==> src/rtl/serial_receiver.sv <==
// serial_receiver: asynchronous serial (UART-style) receiver with a valid/ready output.
//
// Frames are: one start bit (low), WIDTH data bits LSB first, an optional parity bit,
// and STOP stop bits (high). The line is oversampled by a bit timer of DIV = FREQ/BAUD
// (rounded) clock cycles, and each bit is sampled in its middle.
//
// Parameters:
//   FREQ   - clock frequency in Hz
//   BAUD   - line rate in bit/s
//   WIDTH  - data bits per frame (5..9)
//   PARITY - 0 none, 1 odd, 2 even
//   STOP   - stop bits per frame (1 or 2)
//
// Ports:
//   clk          - clock, rising edge
//   rst          - synchronous active-high reset
//   rxd          - asynchronous serial line, idle high
//   data         - received word
//   valid        - data holds a word not yet taken by the consumer
//   ready        - consumer takes data when valid && ready
//   parity_error - one-cycle pulse with a delivered word whose parity bit was wrong
//   frame_error  - one-cycle pulse when a stop bit is sampled low (word dropped)
//   overrun      - one-cycle pulse when an untaken word is overwritten
module serial_receiver #(
  parameter int unsigned FREQ   = 12000000,
  parameter int unsigned BAUD   = 9600,
  parameter int unsigned WIDTH  = 8,
  parameter int unsigned PARITY = 0,
  parameter int unsigned STOP   = 1
) (
  input  logic             clk,
  input  logic             rst,
  input  logic             rxd,
  output logic [WIDTH-1:0] data,
  output logic             valid,
  input  logic             ready,
  output logic             parity_error,
  output logic             frame_error,
  output logic             overrun
);

  localparam int unsigned DIV = (FREQ + BAUD / 2) / BAUD;
  localparam int unsigned TW  = $clog2(DIV) + 1;
  localparam int unsigned BW  = $clog2(WIDTH + 1);

  localparam logic [TW-1:0] DivT      = TW'(DIV);
  localparam logic [TW-1:0] HalfT     = TW'(DIV / 2);
  localparam logic [BW-1:0] LastData  = BW'(WIDTH - 1);
  localparam logic [BW-1:0] LastStop  = BW'(STOP - 1);

  if (DIV < 4 || WIDTH < 5 || WIDTH > 9 || PARITY > 2 || (STOP != 1 && STOP != 2))
  begin : g_param_check
    $error("serial_receiver: illegal parameter combination");
  end

  typedef enum logic [2:0] {
    StIdle,
    StStart,
    StData,
    StParity,
    StStop,
    StBreak
  } state_e;

  // Registers
  logic [1:0]       r_sync;
  logic             r_line_prev;
  state_e           r_state;
  logic [TW-1:0]    r_timer;
  logic [BW-1:0]    r_bitcnt;
  logic [WIDTH-1:0] r_shift;
  logic             r_par_pend;

  // Next-state and control
  logic             w_line;
  logic             w_tick;
  logic             w_par_bad;
  state_e           w_state_d;
  logic [TW-1:0]    w_timer_d;
  logic [BW-1:0]    w_bitcnt_d;
  logic [WIDTH-1:0] w_shift_d;
  logic             w_par_pend_d;
  logic             w_deliver;
  logic             w_frame_err;
  logic             w_par_err;

  assign w_line = r_sync[1];
  // Timer is always loaded with a value >= 2, so <= 1 marks the sample point.
  assign w_tick = (r_timer <= TW'(1));
  // Odd parity expects an odd count of ones over data plus parity bit, even expects even.
  assign w_par_bad = (PARITY == 1) ? ~(^r_shift ^ w_line) : (^r_shift ^ w_line);

  always_comb begin
    w_state_d    = r_state;
    w_timer_d    = r_timer;
    w_bitcnt_d   = r_bitcnt;
    w_shift_d    = r_shift;
    w_par_pend_d = r_par_pend;
    w_deliver    = 1'b0;
    w_frame_err  = 1'b0;
    w_par_err    = 1'b0;

    unique case (r_state)
      StIdle: begin
        if (r_line_prev && !w_line) begin
          w_bitcnt_d   = '0;
          w_timer_d    = HalfT;
          w_par_pend_d = 1'b0;
          w_state_d    = StStart;
        end
      end
      StStart: begin
        if (w_tick) begin
          if (!w_line) begin
            w_timer_d = DivT;
            w_state_d = StData;
          end else begin
            // Line went back high before mid start bit: treat as a glitch.
            w_state_d = StIdle;
          end
        end else begin
          w_timer_d = r_timer - TW'(1);
        end
      end
      StData: begin
        if (w_tick) begin
          w_shift_d = {w_line, r_shift[WIDTH-1:1]};
          w_timer_d = DivT;
          if (r_bitcnt == LastData) begin
            w_bitcnt_d = '0;
            w_state_d  = (PARITY != 0) ? StParity : StStop;
          end else begin
            w_bitcnt_d = r_bitcnt + BW'(1);
          end
        end else begin
          w_timer_d = r_timer - TW'(1);
        end
      end
      StParity: begin
        if (w_tick) begin
          w_par_pend_d = w_par_bad;
          w_timer_d    = DivT;
          w_bitcnt_d   = '0;
          w_state_d    = StStop;
        end else begin
          w_timer_d = r_timer - TW'(1);
        end
      end
      StStop: begin
        if (w_tick) begin
          if (!w_line) begin
            w_frame_err = 1'b1;
            w_state_d   = StBreak;
          end else if (r_bitcnt == LastStop) begin
            w_deliver = 1'b1;
            w_par_err = r_par_pend;
            w_state_d = StIdle;
          end else begin
            w_bitcnt_d = r_bitcnt + BW'(1);
            w_timer_d  = DivT;
          end
        end else begin
          w_timer_d = r_timer - TW'(1);
        end
      end
      StBreak: begin
        // Wait for the line to return high so a held-low line cannot start a frame.
        if (w_line) begin
          w_state_d = StIdle;
        end
      end
      default: begin
        w_state_d = StIdle;
      end
    endcase
  end

  always_ff @(posedge clk) begin
    if (rst) begin
      r_sync       <= 2'b11;
      r_line_prev  <= 1'b1;
      r_state      <= StIdle;
      r_timer      <= '0;
      r_bitcnt     <= '0;
      r_shift      <= '0;
      r_par_pend   <= 1'b0;
      data         <= '0;
      valid        <= 1'b0;
      parity_error <= 1'b0;
      frame_error  <= 1'b0;
      overrun      <= 1'b0;
    end else begin
      r_sync       <= {r_sync[0], rxd};
      r_line_prev  <= w_line;
      r_state      <= w_state_d;
      r_timer      <= w_timer_d;
      r_bitcnt     <= w_bitcnt_d;
      r_shift      <= w_shift_d;
      r_par_pend   <= w_par_pend_d;
      parity_error <= w_par_err;
      frame_error  <= w_frame_err;
      // A word taken in the same cycle as a new delivery is not an overrun.
      overrun      <= w_deliver && valid && !ready;
      if (w_deliver) begin
        data  <= r_shift;
        valid <= 1'b1;
      end else if (valid && ready) begin
        valid <= 1'b0;
      end
    end
  end

endmodule

==> config.mk <==
export PLATFORM = sky130hd
export DESIGN_NAME = serial_receiver
export DESIGN_NICKNAME = d
export VERILOG_FILES = /design/src/rtl/serial_receiver.sv
export SDC_FILE = /design/constraint.sdc
export NUM_CORES = 1
export LEC_CHECK = 0
export BUFFER_PORTS_ARGS = -buffer_cell sky130_fd_sc_hd__buf_2
export CAP_MARGIN = 10
export CORE_AREA = 2 2 60 73
export DETAILED_ROUTE_END_ITERATION = 8
export DIE_AREA = 0 0 62 75
export PLACE_DENSITY = 0.88
export SETUP_SLACK_MARGIN = 0.3
export SLEW_MARGIN = 20
export SYNTH_ARGS = -nofsm -noshare
export SYNTH_HDL_FRONTEND = slang
export SYNTH_SLANG_ARGS = --single-unit
==> constraint.sdc <==
create_clock -name clk -period 3.8 [get_ports clk]
set_input_delay 0.19 -clock clk [delete_from_list [all_inputs] [get_ports clk]]
set_output_delay 0.19 -clock clk [all_outputs]
set_load 0.05 [all_outputs]
# Yosys cells after proc, flatten, opt, wreduce, memory -nomap -nowiden
# Index checks and enable logic that the tools add are counted.
# totals
register_bits	43
inputBits	4
word_cells	97
# classes
n_bitwise	5
addsub	2
n_eq_ne	19
mux	37
n_lt_le_gt_ge	1
reduce_logical	21
# op_table
op	n
12-bit 2-to-1 mux	7
12-bit one-hot mux with 4 select lines	1
4-bit 2-to-1 mux	7
3-bit 2-to-1 mux	9
2-bit != test (second input constant)	9
3-bit one-hot mux with 6 select lines	1
4-bit one-hot mux with 4 select lines	1
12-bit by 1-bit <= comparator with 1-bit output (second input constant)	1
3-bit != test (second input constant)	4
12-bit by 1-bit subtractor with 12-bit output (second input constant)	1
1-bit 2-to-1 mux	9
8-bit AND reduction	1
4-bit nonzero test	2
8-bit XOR reduction	1
7-bit AND reduction	1
3-bit by 2-bit equality test with 1-bit output (second input constant)	2
3-bit equality test (second input constant)	2
5-bit AND reduction	1
5-bit OR reduction	1
4-bit by 1-bit adder with 4-bit output (second input constant)	1
4-bit by 3-bit equality test with 1-bit output (second input constant)	1
1-bit logical AND	4
4-bit logical NOT	1
1-bit inverter	4
11 further kinds	13

# Longest topological paths before layout
# Gate-level depths: netlist of the first run.
# depth
word_depth	7
ltp_mapped	9
ltp_nobuf	7

# Worst setup path before layout of the first run
# No wires, ideal clock.
# synth_path
path_kind	flip-flop to flip-flop
from	reg r_timer[0]
to	reg r_timer[9]
setup_ns	0.132
arrival_time_ns	1.876
path_buffers	2
t_required_ns	3.668
stages_incl_launch_ff	10
synth_period_minus_slack_ns	2.009
slack_ns	1.791
cell_sequence	dfxtp_1 inv_1 ha_1 or2_1 and4_1 buf_4 o211a_1 buf_6 o41ai_1 a21oi_1
# synth_between
elab_chain_len	3
# synth_lines
element	line_no	rtl
start: declaration	69	logic [TW-1:0] r_timer;
start signal: assignment	196	r_timer <= w_timer_d;
12-bit by 1-bit subtractor with 12-bit output or 12-bit by 1-bit <= comparator with 1-bit output (tied branches)	n/a	
12-bit 2-to-1 mux (tied with other cells)	150	if (w_tick) begin
12-bit one-hot mux with 4 select lines or 5-bit AND reduction (tied branches)	n/a	
# Several ways; a longest one is shown, not always the timed one.
# A chain may end at the register's enable or synchronous reset.

# Worst setup path in the final report of the first run
# layout_path
from	reg r_timer[2]
to	reg r_timer[5]
# Same word-level chain as after synthesis.

==> impl_metrics.toml, run 1 <==
[global_routing]
grt_antenna_before_repair = 0
grt_pass1_wl_um = 8490
grt_pass1_vias = 1881
grt-ovfl-total = 0
grt_usage_pct = 24.1
grt_max_degree = 42

[floorplan]
initial_utilization_pct = 58.1
num_rows = 25
dieArea_um2 = 4650
die_x_um = 62
coreArea_um2 = 3910
ios = 16
die_y_um = 75

[worst_setup_path]
crit_required_ns = 4.00
crit_type = "flop to flop"
cp-start-kind = "flop"
worst_setup_path_end_kind = "flop"
crit_fanout = 18
arrival_ns = 2.72

[timing]
setup_violations = 0
fin_crit_sh_pct = 66.3
rsz0062_at_grt = "false"
relSlewSlack_pct = 48.6
finClkSkew_ns = 0.00445
worst_pin_slew_ns = 0.764
hold_viol = 0
drv_slew = 0
finalSetupTns_ns = 0
timing.final.crit_period_ns = 2.52
whs_ns = 0.0646
fmax_mhz = 397

[cts]
clock_sinks = 43
cts_resized = 0
hold_buffers = 0
numCtsBuffers = 5
root_buffer = "clkbuf_8"
clock_latency_ns = 0.30
cts_tree = "done"
cts_max_level = 2
post-cts-setup-buffers = 0
clock_path_buffers = 2
path_clk_slew_ns = 0.09

[synthesis]
synth-edff-count = 0
netlist_area_um2 = 2270
syn-num-nets = 291
synth_ff_type = "dfxtp_1"
synthArstFlopShare_pct = 0
syn_inst = 283
yosysSeqAreaShare_pct = 37.9
syn_area_per_cell_um2 = 8.03
ys_warn_count = 0
synth-seq-cells = 43
synth_cell_type_count = 54

[placement]
port_buffers = 15
place_congestion = 0.991
hpwlAfterDp_um = 3610
dp.cells = 338

[power_and_ir_drop]
power_density_nw_per_um2 = 675
p_leak_uw = 0.000886
vdd_drop_max_mv = 0.335

[final_layout]
nets = 299
mostFrequentLayoutCells = "nand2_1, dfxtp_1, a21oi_1"
area_growth_pct = 7.21
num_antenna_cells = 0
final_common_cell = "nand2_1"
drive_gt1_share_pct = 12.7
final_cells = 346
utilization_pct = 62.3

[run]
maxCapViolations = 0

[routing]
drt-total-wl_um = 5320
ant_nets = 0
drt_iter0_drc = 271
wl_per_cell_um = 15.4
drt-pass1-iter-count = 4
drcViolationCount = 0
vias = 2160
vias_per_cell = 6.24

[min_path]
hold_class = "primary input to flop"

[status]
status = "finished, final reports clean"
power breakdown:
part           internal (uW)  switching, uW
combinational            256            497
sequential               501           81.1
clock                    132            178
Yosys cell counts, types with 5 or more instances:
master	n	area share [%]
xnor2_1	5	1.9
nand3_1	9	2.0
o21ai_0	8	1.8
inv_1	9	1.5
nand3b_1	6	2.0
nor3_1	10	2.2
a21oi_1	39	8.6
nor2_1	13	2.1
nand2_1	49	8.1
clkbuf_1	8	1.3
dfxtp_1	43	38
o211ai_1	7	2.3
layer usage:
layer,global-route usage [%],up-vias,wire length [um]
li1,-,1038,-
met1,32.6,1005,2280
met2,36.8,102,2540
met3,4.98,15,371
met4,10.4,0,124
met5,0,-,0
area by class of cell:
type,count,area [um^2]
clock buffer,5,68.8
clock inverter,3,25.0
sequential,43,861
timing repair buffer,16,82.6
inverter,9,33.8
tap,54,67.6
multi-input combinational,216,1300
fill,342,1470
state kept, by name, indices dropped and copies added, names as in the netlist:
signal and flops:
valid 1, parity_error 1, r_shift 8, r_sync 2, r_bitcnt 4, r_line_prev 1
data 8, r_par_pend 1, overrun 1, r_timer 12, r_state 3, frame_error 1
metrics by stage:
stage          power, uW  area [um^2]  setup WS, ns
2_1_floorplan       1190         2270          1.79
3_3_place_gp        1270         2340          1.53
3_5_place_dp        1300         2340          1.39
4_1_cts             1610         2440          1.36
5_1_grt             1730         2440          1.14
6_report            1640         2440          1.28
worst paths after layout:
kind	from	end	slack (ns)	cells past startpoint
hold reg to reg	r_sync[0]	r_sync[1]	0.42	1
setup / recovery	r_timer[2]	r_timer[5]	1.28	5
hold / removal	rxd	r_sync[0]	0.06	2
setup reg to reg	r_timer[2]	r_timer[5]	1.28	5
logic make-up (layout without fill, tap and decap cells):
kind of cell / after synthesis / after routing / synth area share (%)
multiplexers: 1 / 1 / 0.441
adder cells (fa/ha/maj): 4 / 4 / 2.20
AND/OR/NAND/NOR: 124 / 124 / 28.4
XOR/XNOR: 7 / 7 / 3.30
buffers and inverters: 24 / 33 / 5.01
AO/OA/AOI/OAI: 80 / 80 / 22.8
flip-flops: 43 / 43 / 37.9
worst max-delay path: stages, from the launching register on:
cell	delay, ns
dfxtp_1	0.40
nor4_2	0.47
and4_1	0.69
o211a_1	0.52
a211oi_1	0.08
o221a_1	0.25
(Power assumes the default switching activity.)
==> inputs of run 2 (changes only) <==
--- a/config.mk
+++ b/config.mk
@@ -7,10 +7,10 @@
 export LEC_CHECK = 0
 export BUFFER_PORTS_ARGS = -buffer_cell sky130_fd_sc_hd__buf_2
 export CAP_MARGIN = 10
-export CORE_AREA = 2 2 60 73
+export CORE_AREA = 2 2 63 77
 export DETAILED_ROUTE_END_ITERATION = 8
-export DIE_AREA = 0 0 62 75
-export PLACE_DENSITY = 0.88
+export DIE_AREA = 0 0 65 79
+export PLACE_DENSITY = 0.84
 export SETUP_SLACK_MARGIN = 0.3
 export SLEW_MARGIN = 20
 export SYNTH_ARGS = -nofsm -noshare
==> constraint.sdc (replaced) <==
create_clock -name clk -period 2 [get_ports clk]
set_input_delay 0.1 -clock clk [delete_from_list [all_inputs] [get_ports clk]]
set_output_delay 0.1 -clock clk [all_outputs]
set_load 0.05 [all_outputs]
==> run 2 against run 1 <==
  * Clock power increased by 91%
  * Largest power group unchanged
  * Non-clock buffer count increased by 44
  * Combinational power increased to 3.8 times the previous value
  * Utilization increased by 7.6 points
  * Sequential share of layout area decreased by 7.0 points
  * Sequential power increased by 91%
  * Worst setup slack got worse by 1.2 ns
  * Register-to-register slack got worse by 1.2 ns
==> impl_metrics.toml, run 2 (same netlist as run 1, synthesis figures left out) <==
[status]
status = "finished, final reports clean"

[power_and_ir_drop]
p_leak_uw = 0.00114
p_seq_share_pct = 24.4
power_density_nw_per_um2 = 1470
switching_share_pct = 42.4
intPower_uw = 2620
pwr-share-clk_pct = 13.0
switchingPower_uw = 1930
power.total_uw = 4550
vdd_drop_max_mv = 0.774
comb_power_share_pct = 62.6

[global_routing]
grt-ovfl-total = 0
grt_antenna_before_repair = 0
grt_util_met3_pct = 4.11
grt_busiest_layer = "met2"
grt_pass1_wl_um = 10600
grt_pass1_vias = 2256
grt_max_degree = 25
use_met2_pct = 46.1
grt_usage_pct = 26.5
gr-usage-met1_pct = 32.2

[cts]
clock_latency_ns = 0.31
clock_sinks = 43
cts_tree = "done"
path_clk_slew_ns = 0.09
numCtsBuffers = 5
clock_path_buffers = 2
root_buffer = "clkbuf_8"
cts_max_level = 2

[placement]
place_congestion = 0.917
place_area_um2 = 2560
port_buffers = 15
hpwlAfterDp_um = 4040
dp.cells = 364

[final_layout]
final_area_um2 = 3090
mostFrequentLayoutCells = "nand2_1, buf_4, a21oi_1"
drive_gt1_share_pct = 39.6
utilization_pct = 69.9
final_common_cell = "nand2_1"
reg.largest.list = "r_timer: 12 flops, data: 8 flops, r_shift: 8 flops"
nets = 343
final_cells = 394
area_growth_pct = 36.2
largest_reg_flops = 12
num_antenna_cells = 0
regMostFlops = "r_timer"

[worst_setup_path]
regToRegStartpoint = "r_bitcnt[0]"
crit_fanout = 5
worst_setup_path_end_kind = "flop"
crit_required_ns = 2.18
crit_type = "flop to flop"
arrival_ns = 2.11
r2r-end = "r_state[2]"
rr_worst_depth = 7
r2r_setup_slack_ns = 0.08
cp-start-kind = "flop"

[timing]
worst_pin_slew_ns = 0.476
fin_crit_sh_pct = 96.2
finalSetupTns_ns = 0
setup_violations = 0
rsz0062_at_grt = "true"
finClkSkew_ns = 0.00650
relSlewSlack_pct = 68.1
drv_slew = 0
hold_viol = 0
fmax_mhz = 520
timing.final.crit_period_ns = 1.92

[routing]
drt-pass1-iter-count = 5
vias = 2431
drcViolationCount = 0
ant_nets = 0
drt_iter0_drc = 172
wl_per_cell_um = 18.2
drt-total-wl_um = 7170
vias_per_cell = 6.17

[run]
maxCapViolations = 0

[floorplan]
die_y_um = 79
coreArea_um2 = 4430
num_rows = 27
dieArea_um2 = 5140
ios = 16
die_x_um = 65
initial_utilization_pct = 51.3

[min_path]
hold_depth = 3
hold_start = "ready"
hold_path_end = "overrun"
hold_class = "primary input to flop"
-- run 2: final cells by class --
cell class / count / area (um^2)
Clock buffer: 5 / 68.8
Clock inverter: 3 / 26.3
Fill cell: 324 / 1330
Inverter: 9 / 36.3
Multi-Input combinational cell: 216 / 1570
Sequential cell: 43 / 877
Tap cell: 58 / 72.6
Timing Repair Buffer: 60 / 447
-- run 2: how the worst max path moves through the flow --
stage	depth (start not counted)	from	endpoint
floorplan	4	r_timer[2]	r_timer[9]
global placement	7	r_bitcnt[0]	r_timer[2]
detailed placement	7	r_bitcnt[0]	r_timer[2]
CTS	7	r_timer[0]	r_timer[2]
global route	7	r_bitcnt[0]	r_state[2]
finish	7	r_bitcnt[0]	r_state[2]
-- run 2: critical path: stages (launching register included) --
cell	delay (ns)
dfxtp_2	0.33
inv_2	0.08
ha_4	0.13
or3b_4	0.42
o211ai_1	0.37
nand2_1	0.12
o311ai_2	0.26
o31ai_1	0.10
-- run 2: per-layer routing --
layer,share of wire (%),up-vias
met3,6.2,31
met1,39,1147
li1,-,1124
met2,52,129
met4,3.6,0
met5,0,-
-- run 2: what timing repair did --
item                                    4_1_cts  5_1_grt
hold buffers                                  1        0
pin swaps                                    28       17
endpoints found under the hold margin         1        0
endpoints found under the setup margin       37       39
resized for setup                            46       21
setup buffers                                16        5
-- run 2: power by group through the flow --
stage | combinational (uW) | sequential, uW | clock, uW
after global placement | 1910 | 1080 | 0
after detailed placement | 1930 | 1080 | 0
after floorplan | 1260 | 1070 | 0
after global routing | 3020 | 1130 | 637
after CTS | 2460 | 1100 | 603
final | 2850 | 1110 | 593
-- run 2: per-stage QoR --
stage | hold slack, ns | setup slack, ns
CTS | 0.114 | 0.123
floorplan | 0.204 | 0.183
finish | 0.0982 | 0.0766
global placement | 0.284 | 0.0314
global route | 0.118 | 0.00598
detailed placement | 0.286 | 0.00752
==> inputs of run 3 (changes only) <==
--- a/config.mk
+++ b/config.mk
@@ -11,6 +11,7 @@
 export DETAILED_ROUTE_END_ITERATION = 8
 export DIE_AREA = 0 0 65 79
 export PLACE_DENSITY = 0.84
+export RECOVER_POWER = 100
 export SETUP_SLACK_MARGIN = 0.3
 export SLEW_MARGIN = 20
 export SYNTH_ARGS = -nofsm -noshare
==> run 3 against run 2 <==
  * Global-route usage is the same
  * Critical path type unchanged
  * Combinational power shrank 2%
  * Sequential power hardly changed
  * Largest cell class unchanged
  * Worst hold slack improved by 0.0024 ns
  * Die area is the same
==> impl_metrics.toml, run 3 (same netlist as run 1, synthesis figures left out) <==
[status]
status = "finished, final reports clean"

[final_layout]
final_common_cell = "nand2_1"
regMostFlops = "r_timer"
fillerInstances = 342
reg.largest.list = "r_timer: 12 flops, data: 8 flops, r_shift: 8 flops"
regArea_um2 = 871
area_growth_pct = 33.6
num_antenna_cells = 0
drive_gt1_share_pct = 33.0
mostFrequentLayoutCells = "nand2_1, dfxtp_1, a21oi_1, buf_4, clkbuf_1"
largest_reg_flops = 12
final_cells = 394
nets = 343
multi_input_area_um2 = 1540

[timing]
drv_slew = 0
timing.final.crit_period_ns = 1.94
fin_crit_sh_pct = 97.0
setup_violations = 0
fmax_mhz = 516
rsz0062_at_grt = "true"
finClkSkew_ns = 0.00499
worst_pin_slew_ns = 0.614
relSlewSlack_pct = 59.2
hold_viol = 0

[global_routing]
grt_antenna_before_repair = 0
grt-ovfl-total = 0
grt_pass1_wl_um = 10600
grt_max_degree = 25
grt_usage_pct = 26.5
grt_pass1_vias = 2256

[floorplan]
initial_utilization_pct = 51.3
ios = 16
die_x_um = 65
coreArea_um2 = 4430
dieArea_um2 = 5140
num_rows = 27
die_y_um = 79

[placement]
hpwlAfterDp_um = 4040
port_buffers = 15
place_congestion = 0.917
dp.cells = 364

[cts]
clock_path_buffers = 2
path_clk_slew_ns = 0.09
numCtsBuffers = 5
cts_tree = "done"
cts_max_level = 2
clock_latency_ns = 0.31
root_buffer = "clkbuf_8"
clock_sinks = 43

[worst_setup_path]
crit_type = "flop to flop"
rr_worst_depth = 6
cpPeakStageDelay_ns = 0.39
r2r_setup_slack_ns = 0.06
path_cells = "nor4_4 > and4_4 > buf_12 > nand4_1 > a22oi_1 > o32ai_2"
crit_fanout = 6
worst_setup_path_end_kind = "flop"
crit_required_ns = 2.18
cp-start-kind = "flop"
critPathSlowestCell = "nor4_4"
arrival_ns = 2.12

[routing]
ant_nets = 0
drcViolationCount = 0
vias = 2432
drt-pass1-iter-count = 4
wl_per_cell_um = 18.3
vias_per_cell = 6.17
drt-total-wl_um = 7220
drt_iter0_drc = 181

[run]
maxCapViolations = 0

[min_path]
hold_class = "primary input to flop"
hold_depth = 3

[power_and_ir_drop]
p_leak_uw = 0.00108
power.total_uw = 4510
power_density_nw_per_um2 = 1480
vdd_drop_max_mv = 0.740
==> run 3: changes by cell type in the layout (fill, tap and decap cells not counted), sizes merged <==
cell	before	now
buf	59	44
clkbuf	5	20
==> run 3: final timing paths <==
path	from	end
worst max register to register	r_timer[6]	r_bitcnt[2]
worst min register to register	r_sync[0]	r_sync[1]
worst min-delay path	ready	overrun
worst max-delay path	r_timer[6]	r_bitcnt[2]
==> run 3: power breakdown <==
| group | total [uW] | switching [uW] | internal, uW | leakage (uW) |
|---|---|---|---|---|
| clock | 604 | 344 | 260 | 0.0000495 |
| sequential | 1110 | 146 | 959 | 0.000351 |
| combinational | 2800 | 1430 | 1370 | 0.000678 |
| total | 4510 | 1920 | 2580 | 0.00108 |
==> run 3: layout make-up <==
| class | count | share of cell area (%) |
|---|---|---|
| Clock buffer | 5 | 2.27 |
| Clock inverter | 3 | 0.865 |
| Inverter | 9 | 1.19 |
| Multi-Input combinational cell | 216 | 50.6 |
| Sequential cell | 43 | 28.7 |
| Tap cell | 58 | 2.39 |
| Timing Repair Buffer | 60 | 14.0 |
==> run 3: repair_timing <==
item                                   in CTS  in global routing
pin swaps                                  28                 17
hold buffers                                1                  0
buffers inserted                           16                  5
setup endpoints to repair                  37                 39
endpoints found under the hold margin       1                  0
resized for setup                          46                 21
==> run 3: through the flow <==
stage          TNS (ns)  instance area (um^2)  worst slack (ns)  utilization (%)  hold slack, ns
5_1_grt         -0.0221                  3040           -0.0221             68.6           0.118
4_1_cts               0                  2960             0.123             66.9           0.114
6_report              0                  3040            0.0602             68.6           0.101
3_5_place_dp          0                  2560           0.00752             58.0           0.286
2_1_floorplan         0                  2320             0.183                -           0.204
3_3_place_gp          0                  2560            0.0314             58.0           0.284
==> run 3: metal layers <==
layer | track usage, % | vias to the layer above | share of wire [%] | wire (um)
li1 | - | 1124 | - | -
met1 | 32.2 | 1147 | 39 | 2850
met2 | 46.1 | 130 | 51 | 3660
met3 | 4.11 | 31 | 5.6 | 403
met4 | 11.3 | 0 | 4.2 | 303
met5 | 0 | - | 0 | 0
==> run 3: worst max-delay path: cells and delay by family, from the launching register on <==
kind	cells	cell delay, ns
buffers and inverters	1	0.12
AND/OR/NAND/NOR	3	0.89
AO/OA/AOI/OAI	2	0.46
flip-flops	1	0.35
